===== config.mk =====
export PLATFORM = sky130hd
export DESIGN_NAME = bus_arbiter_flat
export DESIGN_NICKNAME = d
export VERILOG_FILES = /design/src/rtl/bus_arb_pkg.sv /design/src/rtl/bus_arbiter_if.sv /design/src/rtl/bus_arbiter_rr_arb2.sv /design/src/rtl/bus_arbiter.sv /design/src/flat_wrapper.sv
export SDC_FILE = /design/constraint.sdc
export NUM_CORES = 1
export LEC_CHECK = 0
export ABC_AREA = 1
export CORE_AREA = 2 2 88 174
export CTS_CLUSTER_DIAMETER = 80
export DETAILED_ROUTE_END_ITERATION = 16
export DIE_AREA = 0 0 90 176
export GPL_TIMING_DRIVEN = 0
export PLACE_DENSITY = 0.95
export SLEW_MARGIN = 20
export SYNTH_ARGS = -nofsm -noshare
export SYNTH_HDL_FRONTEND = slang
export SYNTH_SLANG_ARGS = --single-unit

===== constraint.sdc =====
create_clock -name i_clk -period 2.3 [get_ports i_clk]
set_clock_uncertainty 0.05 [all_clocks]
set_input_delay 0.46 -clock i_clk [delete_from_list [all_inputs] [get_ports i_clk]]
set_output_delay 0.46 -clock i_clk [all_outputs]
set_load 0.02 [all_outputs]

===== src/rtl/bus_arb_pkg.sv =====
// Shared types for the two-requester bus arbiter.
//   state_e      : transfer sequencer states
//   R_CPU/R_DMA  : requester indices (bit position in req/ack/err vectors)
package bus_arb_pkg;

  typedef enum logic [1:0] {
    ST_IDLE    = 2'd0,
    ST_XFER    = 2'd1,
    ST_RECOVER = 2'd2
  } state_e;

  localparam logic R_CPU = 1'b0;
  localparam logic R_DMA = 1'b1;

endpackage


===== src/rtl/bus_arbiter_if.sv =====
// Requester and bus-fabric signals of the arbiter, bundled.
//   req/we/addr/wdata  : per-requester transfer request (index 0 = cpu, 1 = dma)
//   ack/err/rdata      : per-requester completion pulse, timeout flag, read data
//   bus_clk/we/addr/wdata : registered bus strobe and request fields
//   bus_rdata/bus_data_ready : bus read data and transfer-complete
//   busy/owner         : sequencer not idle, current/last granted requester
// slave  = arbiter side, master = requesters + fabric side.
interface bus_arbiter_if #(
  parameter int AW = 32,
  parameter int DW = 32
);
  logic [1:0]         req;
  logic [1:0]         we;
  logic [1:0][AW-1:0] addr;
  logic [1:0][DW-1:0] wdata;
  logic [1:0]         ack;
  logic [1:0]         err;
  logic [1:0][DW-1:0] rdata;
  logic               bus_clk;
  logic               bus_we;
  logic [AW-1:0]      bus_addr;
  logic [DW-1:0]      bus_wdata;
  logic [DW-1:0]      bus_rdata;
  logic               bus_data_ready;
  logic               busy;
  logic               owner;

  modport slave (
    input  req, we, addr, wdata, bus_rdata, bus_data_ready,
    output ack, err, rdata, bus_clk, bus_we, bus_addr, bus_wdata, busy, owner
  );

  modport master (
    output req, we, addr, wdata, bus_rdata, bus_data_ready,
    input  ack, err, rdata, bus_clk, bus_we, bus_addr, bus_wdata, busy, owner
  );
endinterface


===== src/rtl/bus_arbiter_rr_arb2.sv =====
// Combinational 2-way pick: fixed priority to R0 (prio=1) or round-robin
// away from the last granted requester (prio=0). A lone request always wins.
//   req[1:0] : requests       last : last granted index    prio : fixed-priority mode
//   gnt      : winning index  gnt_vld : any request present
module rr_arb2
  import bus_arb_pkg::*;
(
  input  logic [1:0] req,
  input  logic       last,
  input  logic       prio,
  output logic       gnt,
  output logic       gnt_vld
);

  always_comb begin
    gnt_vld = |req;
    gnt     = R_CPU;
    case (req)
      2'b01:   gnt = R_CPU;
      2'b10:   gnt = R_DMA;
      2'b11:   gnt = prio ? R_CPU : ~last;
      default: gnt = R_CPU;
    endcase
  end

endmodule


===== src/rtl/bus_arbiter.sv =====
// Shares one external bus between the cpu (R0) and the dma agent (R1).
// Each transfer: arbitrate in IDLE, hold strobe in XFER until ready or
// timeout, then one RECOVER cycle so strobes are always separated.
//   i_clk   : clock, rising edge
//   i_rst_n : asynchronous active-low reset
//   bif     : requester + bus signals (slave modport)
// Parameters: AW/DW widths, TIMEOUT (0 = wait forever), R0_PRIORITY (1 = fixed).
module bus_arbiter
  import bus_arb_pkg::*;
#(
  parameter int AW          = 32,
  parameter int DW          = 32,
  parameter int TIMEOUT     = 255,
  parameter int R0_PRIORITY = 0
) (
  input  logic          i_clk,
  input  logic          i_rst_n,
  bus_arbiter_if.slave  bif
);

  localparam logic [1:0] S_IDLE    = ST_IDLE;
  localparam logic [1:0] S_XFER    = ST_XFER;
  localparam logic [1:0] S_RECOVER = ST_RECOVER;

  // Counter sized to hold TIMEOUT; kept at least one bit for TIMEOUT=0.
  localparam int          CW       = (TIMEOUT < 1) ? 1 : $clog2(TIMEOUT + 1);
  localparam int unsigned TO_LAST  = (TIMEOUT == 0) ? 0 : TIMEOUT - 1;
  localparam logic [CW-1:0] CNT_LAST = TO_LAST[CW-1:0];
  localparam logic [CW-1:0] CNT_MAX  = '1;
  localparam bit          TO_EN    = (TIMEOUT != 0);
  localparam bit          PRIO     = (R0_PRIORITY != 0);

  logic [1:0]         state_q, state_d;
  logic [CW-1:0]      cnt_q, cnt_d;
  logic               last_q, last_d;
  logic               owner_q, owner_d;
  logic               bus_clk_q, bus_clk_d;
  logic               bus_we_q, bus_we_d;
  logic [AW-1:0]      bus_addr_q, bus_addr_d;
  logic [DW-1:0]      bus_wdata_q, bus_wdata_d;
  logic [1:0]         ack_q, ack_d;
  logic [1:0]         err_q, err_d;
  logic [1:0][DW-1:0] rdata_q, rdata_d;

  logic gnt, gnt_vld;

  rr_arb2 u_arb (
    .req     (bif.req),
    .last    (last_q),
    .prio    (PRIO),
    .gnt     (gnt),
    .gnt_vld (gnt_vld)
  );

  always_comb begin
    state_d     = state_q;
    cnt_d       = cnt_q;
    last_d      = last_q;
    owner_d     = owner_q;
    bus_clk_d   = bus_clk_q;
    bus_we_d    = bus_we_q;
    bus_addr_d  = bus_addr_q;
    bus_wdata_d = bus_wdata_q;
    rdata_d     = rdata_q;
    ack_d       = '0;        // ack/err are single-cycle pulses
    err_d       = '0;
    case (state_q)
      S_IDLE: begin
        if (gnt_vld) begin
          state_d     = S_XFER;
          bus_clk_d   = 1'b1;
          bus_we_d    = bif.we[gnt];
          bus_addr_d  = bif.addr[gnt];
          bus_wdata_d = bif.wdata[gnt];
          cnt_d       = '0;
          last_d      = gnt;
          owner_d     = gnt;
        end
      end
      S_XFER: begin
        // Ready is checked first so it beats a timeout on the same edge.
        if (bif.bus_data_ready) begin
          state_d        = S_RECOVER;
          bus_clk_d      = 1'b0;
          ack_d[owner_q] = 1'b1;
          if (!bus_we_q) rdata_d[owner_q] = bif.bus_rdata;
        end else if (TO_EN && (cnt_q == CNT_LAST)) begin
          state_d        = S_RECOVER;
          bus_clk_d      = 1'b0;
          ack_d[owner_q] = 1'b1;
          err_d[owner_q] = 1'b1;
        end else if (cnt_q != CNT_MAX) begin
          cnt_d = cnt_q + CW'(1);
        end
      end
      S_RECOVER: state_d = S_IDLE;
      default: begin
        state_d   = S_IDLE;
        bus_clk_d = 1'b0;
      end
    endcase
  end

  always_ff @(posedge i_clk or negedge i_rst_n) begin
    if (!i_rst_n) begin
      state_q     <= S_IDLE;
      cnt_q       <= '0;
      last_q      <= R_DMA;    // so R0 wins the first contested grant
      owner_q     <= 1'b0;
      bus_clk_q   <= 1'b0;
      bus_we_q    <= 1'b0;
      bus_addr_q  <= '0;
      bus_wdata_q <= '0;
      ack_q       <= '0;
      err_q       <= '0;
      rdata_q     <= '0;
    end else begin
      state_q     <= state_d;
      cnt_q       <= cnt_d;
      last_q      <= last_d;
      owner_q     <= owner_d;
      bus_clk_q   <= bus_clk_d;
      bus_we_q    <= bus_we_d;
      bus_addr_q  <= bus_addr_d;
      bus_wdata_q <= bus_wdata_d;
      ack_q       <= ack_d;
      err_q       <= err_d;
      rdata_q     <= rdata_d;
    end
  end

  assign bif.bus_clk   = bus_clk_q;
  assign bif.bus_we    = bus_we_q;
  assign bif.bus_addr  = bus_addr_q;
  assign bif.bus_wdata = bus_wdata_q;
  assign bif.ack       = ack_q;
  assign bif.err       = err_q;
  assign bif.rdata     = rdata_q;
  assign bif.busy      = (state_q != S_IDLE);
  assign bif.owner     = owner_q;

endmodule


===== src/flat_wrapper.sv =====
// flat-port wrapper written by rule: the top's interface ports become plain ports
module bus_arbiter_flat import bus_arb_pkg::*;
#(
  parameter int AW          = 32,
  parameter int DW          = 32,
  parameter int TIMEOUT     = 255,
  parameter int R0_PRIORITY = 0
)
  (i_clk, i_rst_n, bif_req, bif_we, bif_addr, bif_wdata, bif_bus_rdata, bif_bus_data_ready, bif_ack, bif_err, bif_rdata, bif_bus_clk, bif_bus_we, bif_bus_addr, bif_bus_wdata, bif_busy, bif_owner);
  bus_arbiter_if #(.AW(AW), .DW(DW)) bif_i ();
  input  logic i_clk;
  input  logic i_rst_n;
  input wire logic [$bits(bif_i.req)-1:0] bif_req;
  input wire logic [$bits(bif_i.we)-1:0] bif_we;
  input wire logic [$bits(bif_i.addr)-1:0] bif_addr;
  input wire logic [$bits(bif_i.wdata)-1:0] bif_wdata;
  input wire logic [$bits(bif_i.bus_rdata)-1:0] bif_bus_rdata;
  input wire logic [$bits(bif_i.bus_data_ready)-1:0] bif_bus_data_ready;
  output wire logic [$bits(bif_i.ack)-1:0] bif_ack;
  output wire logic [$bits(bif_i.err)-1:0] bif_err;
  output wire logic [$bits(bif_i.rdata)-1:0] bif_rdata;
  output wire logic [$bits(bif_i.bus_clk)-1:0] bif_bus_clk;
  output wire logic [$bits(bif_i.bus_we)-1:0] bif_bus_we;
  output wire logic [$bits(bif_i.bus_addr)-1:0] bif_bus_addr;
  output wire logic [$bits(bif_i.bus_wdata)-1:0] bif_bus_wdata;
  output wire logic [$bits(bif_i.busy)-1:0] bif_busy;
  output wire logic [$bits(bif_i.owner)-1:0] bif_owner;
  assign bif_i.req = bif_req;
  assign bif_i.we = bif_we;
  assign bif_i.addr = bif_addr;
  assign bif_i.wdata = bif_wdata;
  assign bif_i.bus_rdata = bif_bus_rdata;
  assign bif_i.bus_data_ready = bif_bus_data_ready;
  assign bif_ack = bif_i.ack;
  assign bif_err = bif_i.err;
  assign bif_rdata = bif_i.rdata;
  assign bif_bus_clk = bif_i.bus_clk;
  assign bif_bus_we = bif_i.bus_we;
  assign bif_bus_addr = bif_i.bus_addr;
  assign bif_bus_wdata = bif_i.bus_wdata;
  assign bif_busy = bif_i.busy;
  assign bif_owner = bif_i.owner;
  bus_arbiter #(.AW(AW), .DW(DW), .TIMEOUT(TIMEOUT), .R0_PRIORITY(R0_PRIORITY)) u_core (.i_clk(i_clk), .i_rst_n(i_rst_n), .bif(bif_i));
endmodule

==> run metrics <==
CTS HTree Levels 4; Vias approximately 6300; Iteration-0 DRC Markers 301; Yosys top cell area share 0.567; Setup TNS Final 0 ns; vias in the first global route 6916; worst slack at placement 0.0808 ns; Syn Area/Cell 9.13 sq um; crit path time final roughly 2.2 ns; CTS tree yes; DP Area 0.00969 sq mm; global-route wire length before repair around 35000 um; ANT nets after route 0; drt drc 0; EDFF count, synth 0; core box area 0.0144 sq mm; FP Rows 62; Placer Congestion 0.869; RSZ-0062 raised after global routing false; area leader, netlist dfrtp_1; post-route cell area 0.0103 sq mm; Synth cell types 27; GRT overflow 0; pin slew with the least headroom to its limit 0.564 ns; Cells after Synth about 700; WL final about 22000 um; Worst Hold Class flip-flop to flip-flop; Post-DP HPWL 16700 um; Clock Sinks approximately 150; largest net degree at the start of global routing 75; Max FO, Critical Path 3; Hold Slack 0.423 ns; Die ar. between 0.015 and 0.02 sq mm; I/O Pins 303; worst-path cell chain nor2_1 -> inv_1 -> clkdlybuf4s50_1; CTS Buffer Depth 2; power per cell area 1360 mW/mm^2; initial core utilization 0.443; Peak VDD IR 820 uV; Async SR Flop Fraction 1.00; worst relative slew slack 0.624; worst skew pair latency 0.42 ns; Area Overhead vs Synth 60.5%; Most Crowded Layer GR met2; Buf/Inv on CP 2; Die Ht 176 um; Mapped Area 0.00640 sq mm; GR Util met3 0.0670; f_max between 0.4 and 0.5 GHz; Critical Path Source Type flip-flop; Fin. Hold Viols 0; Synthesized Nets 870; # fillers ~1000; kind of critical path flip-flop to output port; CTS buffer count 17; Critical Path AT 1.68 ns; Synthesis Warnings 0; part of the Yosys area used for sequential elements 0.571; antenna violations before repair 0; Crit-path slowest cell clkdlybuf4s50_1; met2 usage in global routing 0.540; top post-synthesis cells by area dfrtp_1, nand2_1, o21ai_0; Slew Limit Fails 0; Max Cap Viol 0; final setup vio count 0; met1 capacity usage during global routing 0.261; Critical Path Sink Type output port; DR pass1 iterations 4; Nets between 1000 and 1500; GRT Overall Usage 0.279; count leader, synth nand2_1; status finished, final reports clean; Commonest cells post-synth nand2_1, dfrtp_1, o21ai_0; CP required between 1.5 and 2 ns; I/O Buffers around 300; Pwr Total 14.0 mW; Root Buffer clkbuf_16; main flop type after synthesis dfrtp_1; die width about 90 um; share of layout cells above drive strength 1 0.116; Top delay family on crit path buffers and inverters; Worst-path clk slew 0.06 ns; slowest stage delay, CP 0.56 ns; Via density 5.10; setup ws final 0.107 ns; final period utilization 0.953; Leak 4.57 nW; Antenna diodes 0; drt wl/cell roughly 18 um; #FFs+latches synth 146
## worst min-delay path, stage by stage, from the launching register on
cell	delay [ns]
dfrtp_1	0.34
nand2_1	0.05
nand2_1	0.05
## final timing paths
| kind | end | from | slack, ns | cells after the start |
|---|---|---|---|---|
| worst max-delay path | bif_busy | u_core.state_q[0] | 0.11 | 3 |
| worst min-delay path | u_core.bif.bus_clk | u_core.bif.bus_clk | 0.42 | 2 |
| worst max register to register | u_core.bif.bus_addr[24] | u_core.last_q | 0.50 | 6 |
| worst min register to register | u_core.bif.bus_clk | u_core.bif.bus_clk | 0.42 | 2 |
| max in group asynchronous | u_core.bif.bus_addr[30] | i_rst_n | 0.85 | 3 |
| min in group asynchronous | u_core.bif.rdata[46] | i_rst_n | 0.58 | 2 |
## sequential cells by signal, summed over array words and instances (netlist names)
signal and count:
u_core.state_q 2, u_core.last_q 1, u_core.bif.owner 1, u_core.bif.bus_clk 1, u_core.cnt_q 8, u_core.bif.bus_wdata 32, u_core.bif.bus_addr 32, u_core.bif.bus_we 1
u_core.bif.err 2, u_core.bif.rdata 64, u_core.bif.ack 2
## final cells by class
| class | count | area [sq um] | share of cell area |
|---|---|---|---|
| plain buffers | 44 | 298 | 0.0290 |
| clock buffers | 18 | 429 | 0.0418 |
| multi-input cells | 467 | 2280 | 0.222 |
| clock inverters | 13 | 138 | 0.0134 |
| repair buffers | 304 | 3070 | 0.298 |
| well taps | 192 | 240 | 0.0234 |
| inverters | 44 | 165 | 0.0161 |
| flip-flops and latches | 146 | 3650 | 0.356 |
## cells by family (layout without fill, tap and decap cells)
logic type | count (synthesis) | after routing | synth area share
flip-flops | 146 | 146 | 0.571
AO/OA/AOI/OAI | 206 | 206 | 0.189
adder cells (fa/ha/maj) | 2 | 2 | 0.00391
XOR/XNOR | 1 | 1 | 0.00137
AND/OR/NAND/NOR | 258 | 258 | 0.162
buffers and inverters | 88 | 423 | 0.0723
## placed cells by master, fill, tap and decap left out, drive strengths merged
| master | n |
|---|---|
| clkdlybuf4s50 | 301 |
| o21ai | 204 |
| nand2 | 166 |
| dfrtp | 145 |
| nor2 | 74 |
| inv | 46 |
| clkbuf | 33 |
| buf | 31 |
| nand3 | 11 |
| clkinv | 6 |
| clkinvlp | 3 |
| nor3 | 3 |
| o21bai | 2 |
| or2 | 2 |
| ha | 2 |
| bufinv | 2 |
| nand2b | 1 |
| nand4 | 1 |
| xnor2 | 1 |
| dlygate4sd3 | 1 |
| dfstp | 1 |
## metal layers
metal	routed length, um	vias up
li1	-	2915
met1	7200	2965
met2	12300	322
met3	1260	66
met4	1100	0
met5	0	-
## repair_timing
action	in CTS	in global routing
hold buffers	1	0
setup buffers	0	0
endpoints found under the hold margin	71	0
setup endpoints to repair	0	0
gates resized for setup	0	0
## where the power goes
group          internal, mW  leakage [nW]  switching, mW
clock network          1.59         0.272           1.12
registers              3.73          1.82          0.691
logic                  3.08          2.48           3.80
total                  8.41          4.57           5.61
## through the flow
step / cells / util
after floorplan: 701 / -
after detailed placement: 1196 / 0.672
after global routing: 1228 / 0.712
after global placement: 1195 / 0.670
after CTS: 1228 / 0.712
final: 1228 / 0.712
Note: power is estimated with default switching activity, not from simulation.
==> patch 1, RTL diff (same flow settings) <==
Reset style: synchronous (`i_rst_n`), changed in one clocked block. Comments in the files are not updated.
--- a/src/rtl/bus_arbiter.sv
+++ b/src/rtl/bus_arbiter.sv
@@ -101,7 +101,7 @@
     endcase
   end
 
-  always_ff @(posedge i_clk or negedge i_rst_n) begin
+  always_ff @(posedge i_clk) begin
     if (!i_rst_n) begin
       state_q     <= S_IDLE;
       cnt_q       <= '0;
Formal check against the unedited RTL: differs if i_rst_n is asserted again (counterexample within 4 cycles, from zero or initial values and one cycle with i_rst_n low); with i_rst_n held inactive, the same outputs for 4 cycles.
==> patch 1 against the original RTL <==
  * Utilization decreased by 4.1 points
  * Critical endpoint unchanged
  * Wire length increased by 0.69%
  * Cell area decreased by 5.8%
  * Via count increased by 8.3%
  * Hold slack got worse by 0.0090 ns
  * Sequential cell count unchanged
  * Worst setup slack improved by 0.057 ns
  * Synthesized cell count increased by 10%
  * Highest routed layer unchanged
  * Synthesized area decreased by 8.4%
Power is not compared: it rests on default switching activity, and its combinational part moved more than twofold at a synthesized area within 25%.
==> patch 1: results <==
group,metric,value,unit
logic_synthesis,ys_seq_area_share,49.89,%
worst_setup_path,path_delay_family,"buffers and inverters",
worst_setup_path,r2r_start,"u_core.state_q[0]",
worst_setup_path,cp_max_fo,4,
logic_synthesis,synth_area_leaders,"dfxtp_1, nand2_1, a31oi_1, nand3_1, a21oi_1",
layout,drive_above_1_share,5.973,%
global_routing,grt_usage,27.31,%
place,hpwl,17520,microns
route,wl_per_cell,16.98,microns
logic_synthesis,synth_nets,940,
worst_setup_path,cpPeakStageDelay,0.61,ns
sta,worst_pin_slew,0.6522,ns
logic_synthesis,synthArstFlopShare,0,%
clocking,cts_buffer_depth,2,
status,status,"completed",
worst_setup_path,arrival,1.63,ns
sta,setup_tns,0,ns
layout,nets,1261,
route,viasPerCell,5.234,
clocking,ctsResizeCount,0,
worst_setup_path,startpoint,"u_core.state_q[0]",
global_routing,grt_first_pass_wirelength,34580,microns
logic_synthesis,ys.flop_type,"dfxtp_1",
route,drt-initial-drc-count,316,
global_routing,grt_max_degree,17,
place,portBuffers,302,
place,routabilityCongestion,0.8976,
worst_setup_path,r2r-end,"u_core.bif.bus_wdata[22]",
logic_synthesis,netlist-cell-type-count,25,
logic_synthesis,synth_commonest_cells,"nand2_1, dfxtp_1, nand3_1",
global_routing,grt_pass1_vias,7098,
layout,fillCellCount,1197,
route,dr.pass1.iters,5,
[patch 1: cell families (layout without fill, tap and decap cells)]
family	count (synthesis)	count (layout)	share of synthesized area, %
flip-flops	146	146	49.89
AND/OR/NAND/NOR	333	333	23.75
AO/OA/AOI/OAI	206	206	19.12
adder cells (fa/ha/maj)	2	2	0.4271
buffers and inverters	84	418	6.813
[patch 1: cell type report]
cell class	count	share of cell area, %
multi-input cells	541	26.21
repair buffers	302	31.24
flip-flops and latches	146	30.20
clock inverters	14	1.202
clock buffers	18	4.538
plain buffers	63	3.310
inverters	21	0.8146
well taps	192	2.483
[patch 1: worst min path at each step]
| stage | slack [ns] | depth (start not counted) | from | endpoint |
|---|---|---|---|---|
| 3_3_place_gp | 0.40 | 2 | u_core.last_q | u_core.last_q |
| 6_report | 0.41 | 2 | u_core.bif.rdata[36] | u_core.bif.rdata[36] |
| 5_1_grt | 0.43 | 2 | u_core.bif.rdata[8] | u_core.bif.rdata[8] |
| 2_1_floorplan | 0.38 | 2 | u_core.last_q | u_core.last_q |
| 4_1_cts | 0.41 | 2 | u_core.bif.rdata[36] | u_core.bif.rdata[36] |
| 3_5_place_dp | 0.40 | 2 | u_core.last_q | u_core.last_q |
[patch 1: routing by layer]
layer | vias to the layer above | global-route usage (%) | routed length (microns)
met1 | 3097 | 25.01 | 7197
met4 | 0 | 17.24 | 1289
met2 | 341 | 52.57 | 12050
met3 | 90 | 6.872 | 1487
met5 | - | 0 | 0
li1 | 3261 | - | -
[patch 1: through the flow]
step                      instances  utilization (%)  instance area [sq um]  setup slack [ns]
after global routing           1297            67.07                   9677            0.1460
after CTS                      1297            67.07                   9677            0.1810
after floorplan                 771                -                   5858            0.7984
final                          1297            67.07                   9677            0.1645
after detailed placement       1265            63.22                   9121          -0.07358
after global placement         1265            63.22                   9121          -0.02589
[patch 1: power breakdown]
| group | internal (mW) | switching, mW | total [mW] |
|---|---|---|---|
| clock network | 1.44 | 1.18 | 2.62 |
| registers | 2.71 | 0.103 | 2.81 |
| logic | 0.716 | 0.798 | 1.51 |
[patch 1: tightest hold or removal path, delay by kind of cell (launching register included)]
family	cells	cell delay [ns]
AOI/OAI and AO/OA	1	0.05
DFF	1	0.31
and+or+nand+nor	1	0.06
==> patch 2, RTL diff (same settings) <==
Made on the original files. Take the reset off `rdata_q` and load it in a clocked block of its own.
--- a/src/rtl/bus_arbiter.sv
+++ b/src/rtl/bus_arbiter.sv
@@ -113,7 +113,6 @@
       bus_wdata_q <= '0;
       ack_q       <= '0;
       err_q       <= '0;
-      rdata_q     <= '0;
     end else begin
       state_q     <= state_d;
       cnt_q       <= cnt_d;
@@ -125,8 +124,11 @@
       bus_wdata_q <= bus_wdata_d;
       ack_q       <= ack_d;
       err_q       <= err_d;
-      rdata_q     <= rdata_d;
     end
+  end
+
+  always_ff @(posedge i_clk) begin
+    rdata_q <= rdata_d;
   end
 
   assign bif.bus_clk   = bus_clk_q;
Behaviour: differs if i_rst_n is asserted again (counterexample within 4 cycles, from zero or initial values and one cycle with i_rst_n low); with i_rst_n held inactive, the same outputs for 4 cycles.
==> patch 2 against the original RTL <==
  * Wire length shrank 12%
  * Global-route usage decreased by 3.6 points
  * Power down 15%
  * Synthesized area fell by 5.7%
  * Cell area shrank 2.6%
  * Sequential power is 9.7% lower
  * Non-clock buffer count decreased by 6
  * Worst setup slack gained 0.056 ns
  * Fmax rose by 2.6%
  * Sequential cell count did not move
  * Critical path type unchanged
==> patch 2: results <==
group,metric,value,unit
worst_setup_path,rrSetupSlack,0.28,ns
place,hpwl,14700,microns
min_path,hold_path_depth,2,
route,wl_per_cell,18.07,microns
clocking,cts_buffer_depth,2,
logic_synthesis,netlist-cell-type-count,30,
route,dr.pass1.iters,5,
place,pre_cts_ws,-0.4113,ns
power,switchingPower,4.531,mW
global_routing,grt_max_degree,44,
clocking,root_buffer,"clkbuf_16",
route,drt-total-wl,19210,microns
power,vdd_ir_drop_max,687.9,uV
logic_synthesis,synth_commonest_cells,"nand2_1, dfrtp_1, nor2_1",
layout,largest_reg_flops,64,
route,vias,5275,
place,place_area,9388,sq um
power,power_leakage,3.939,nW
logic_synthesis,synth_edf_count,64,
logic_synthesis,synthAdderAreaFrac,0.4149,%
logic_synthesis,ys_seq_area_share,65.90,%
sta,hold_viol_final,0,
logic_synthesis,avgSynthCellArea,11.42,sq um
global_routing,grt_first_pass_wirelength,29520,microns
status,status,"completed",
worst_setup_path,reg2reg_depth,7,
min_path,hold_start,"u_core.bif.bus_wdata[9]",
logic_synthesis,synth-compound-area-share,16.05,%
logic_synthesis,synth_xor_area_share,0.1452,%
logic_synthesis,synth_area_leaders,"dfrtp_1, edfxtp_1, o21ai_2, nand2_1, nor2_1",
worst_setup_path,cp_max_fo,3,
place,portBuffers,302,
layout,drive_above_1_share,16.55,%
worst_setup_path,arrival,1.63,ns
sta,min_period_over_period,92.92,%
logic_synthesis,muxShareOfSynthArea,0,%
min_path,whs_endpoint,"u_core.bif.bus_wdata[9]",
global_routing,antenna_found_initial,1,
layout,fillCellCount,1037,
worst_setup_path,r2r-end,"u_core.bif.rdata[19]",
sta,fin_worst_hold_slack,0.4344,ns
logic_synthesis,yosysWarnings,0,
sta,relSlewSlack,61.31,%
route,drt-initial-drc-count,236,
layout,nets,1026,
logic_synthesis,synthArstFlopShare,56.16,%
global_routing,grt_pass1_vias,5576,
global_routing,grt_usage,24.36,%
place,routabilityCongestion,0.9212,
logic_synthesis,synth_nets,697,
patch 2: cell types whose count changed in the layout (fill, tap and decap cells not counted), sizes merged, moves of 2 or more:
cell / delta
clkbuf: -12
inv: -26
nand3: +3
nor4: +2
clkinv: -2
nand2: -69
o21ai: -64
buf: +5
dfrtp: -64
edfxtp: +64
patch 2: per-layer routing:
metal / GRT usage (%) / share of wire [%] / vias up
li1: - / - / 2458
met1: 24.68 / 33 / 2499
met2: 45.02 / 55 / 266
met3: 6.231 / 6.4 / 52
met4: 13.46 / 4.7 / 0
met5: 0 / 0 / -
patch 2: worst max-delay path, cell delays in order, from the launching register on:
cell and delay (ns):
dfrtp_1 0.43, nor2_4 0.19, inv_1 0.07, clkdlybuf4s50_1 0.53
patch 2: kinds of logic after synthesis:
kind of cell / after synthesis
simple gates: 192
flops: 146
compound gates: 143
buf+inv: 44
fa+ha+maj: 2
xor+xnor: 1
patch 2: timing repair:
item	4_1_cts	5_1_grt
endpoints found under the setup margin	18	0
endpoints found under the hold margin	6	0
buffers inserted	2	0
hold buffers	1	0
patch 2: area by class of cell:
type	count	area, sq um	area share (%)
antenna	1	2.502	0.02500
buffer	32	229.0	2.288
clock buffer	17	425.4	4.251
clock inverter	15	167.7	1.675
inverter	12	47.55	0.4751
multi-input combinational	338	1810	18.09
sequential	146	3975	39.72
tap	192	240.2	2.400
timing repair buffer	310	3110	31.08
patch 2: power by group through the flow:
| stage | Clock (mW) | Combinational, mW | Sequential [mW] |
|---|---|---|---|
| detailed placement | 0 | 5.19 | 4.02 |
| finish | 2.77 | 5.17 | 3.99 |
| global route | 2.93 | 5.53 | 4.06 |
| CTS | 2.83 | 5.23 | 3.99 |
| global placement | 0 | 5.02 | 3.98 |
| floorplan | 0 | 1.87 | 4.85 |
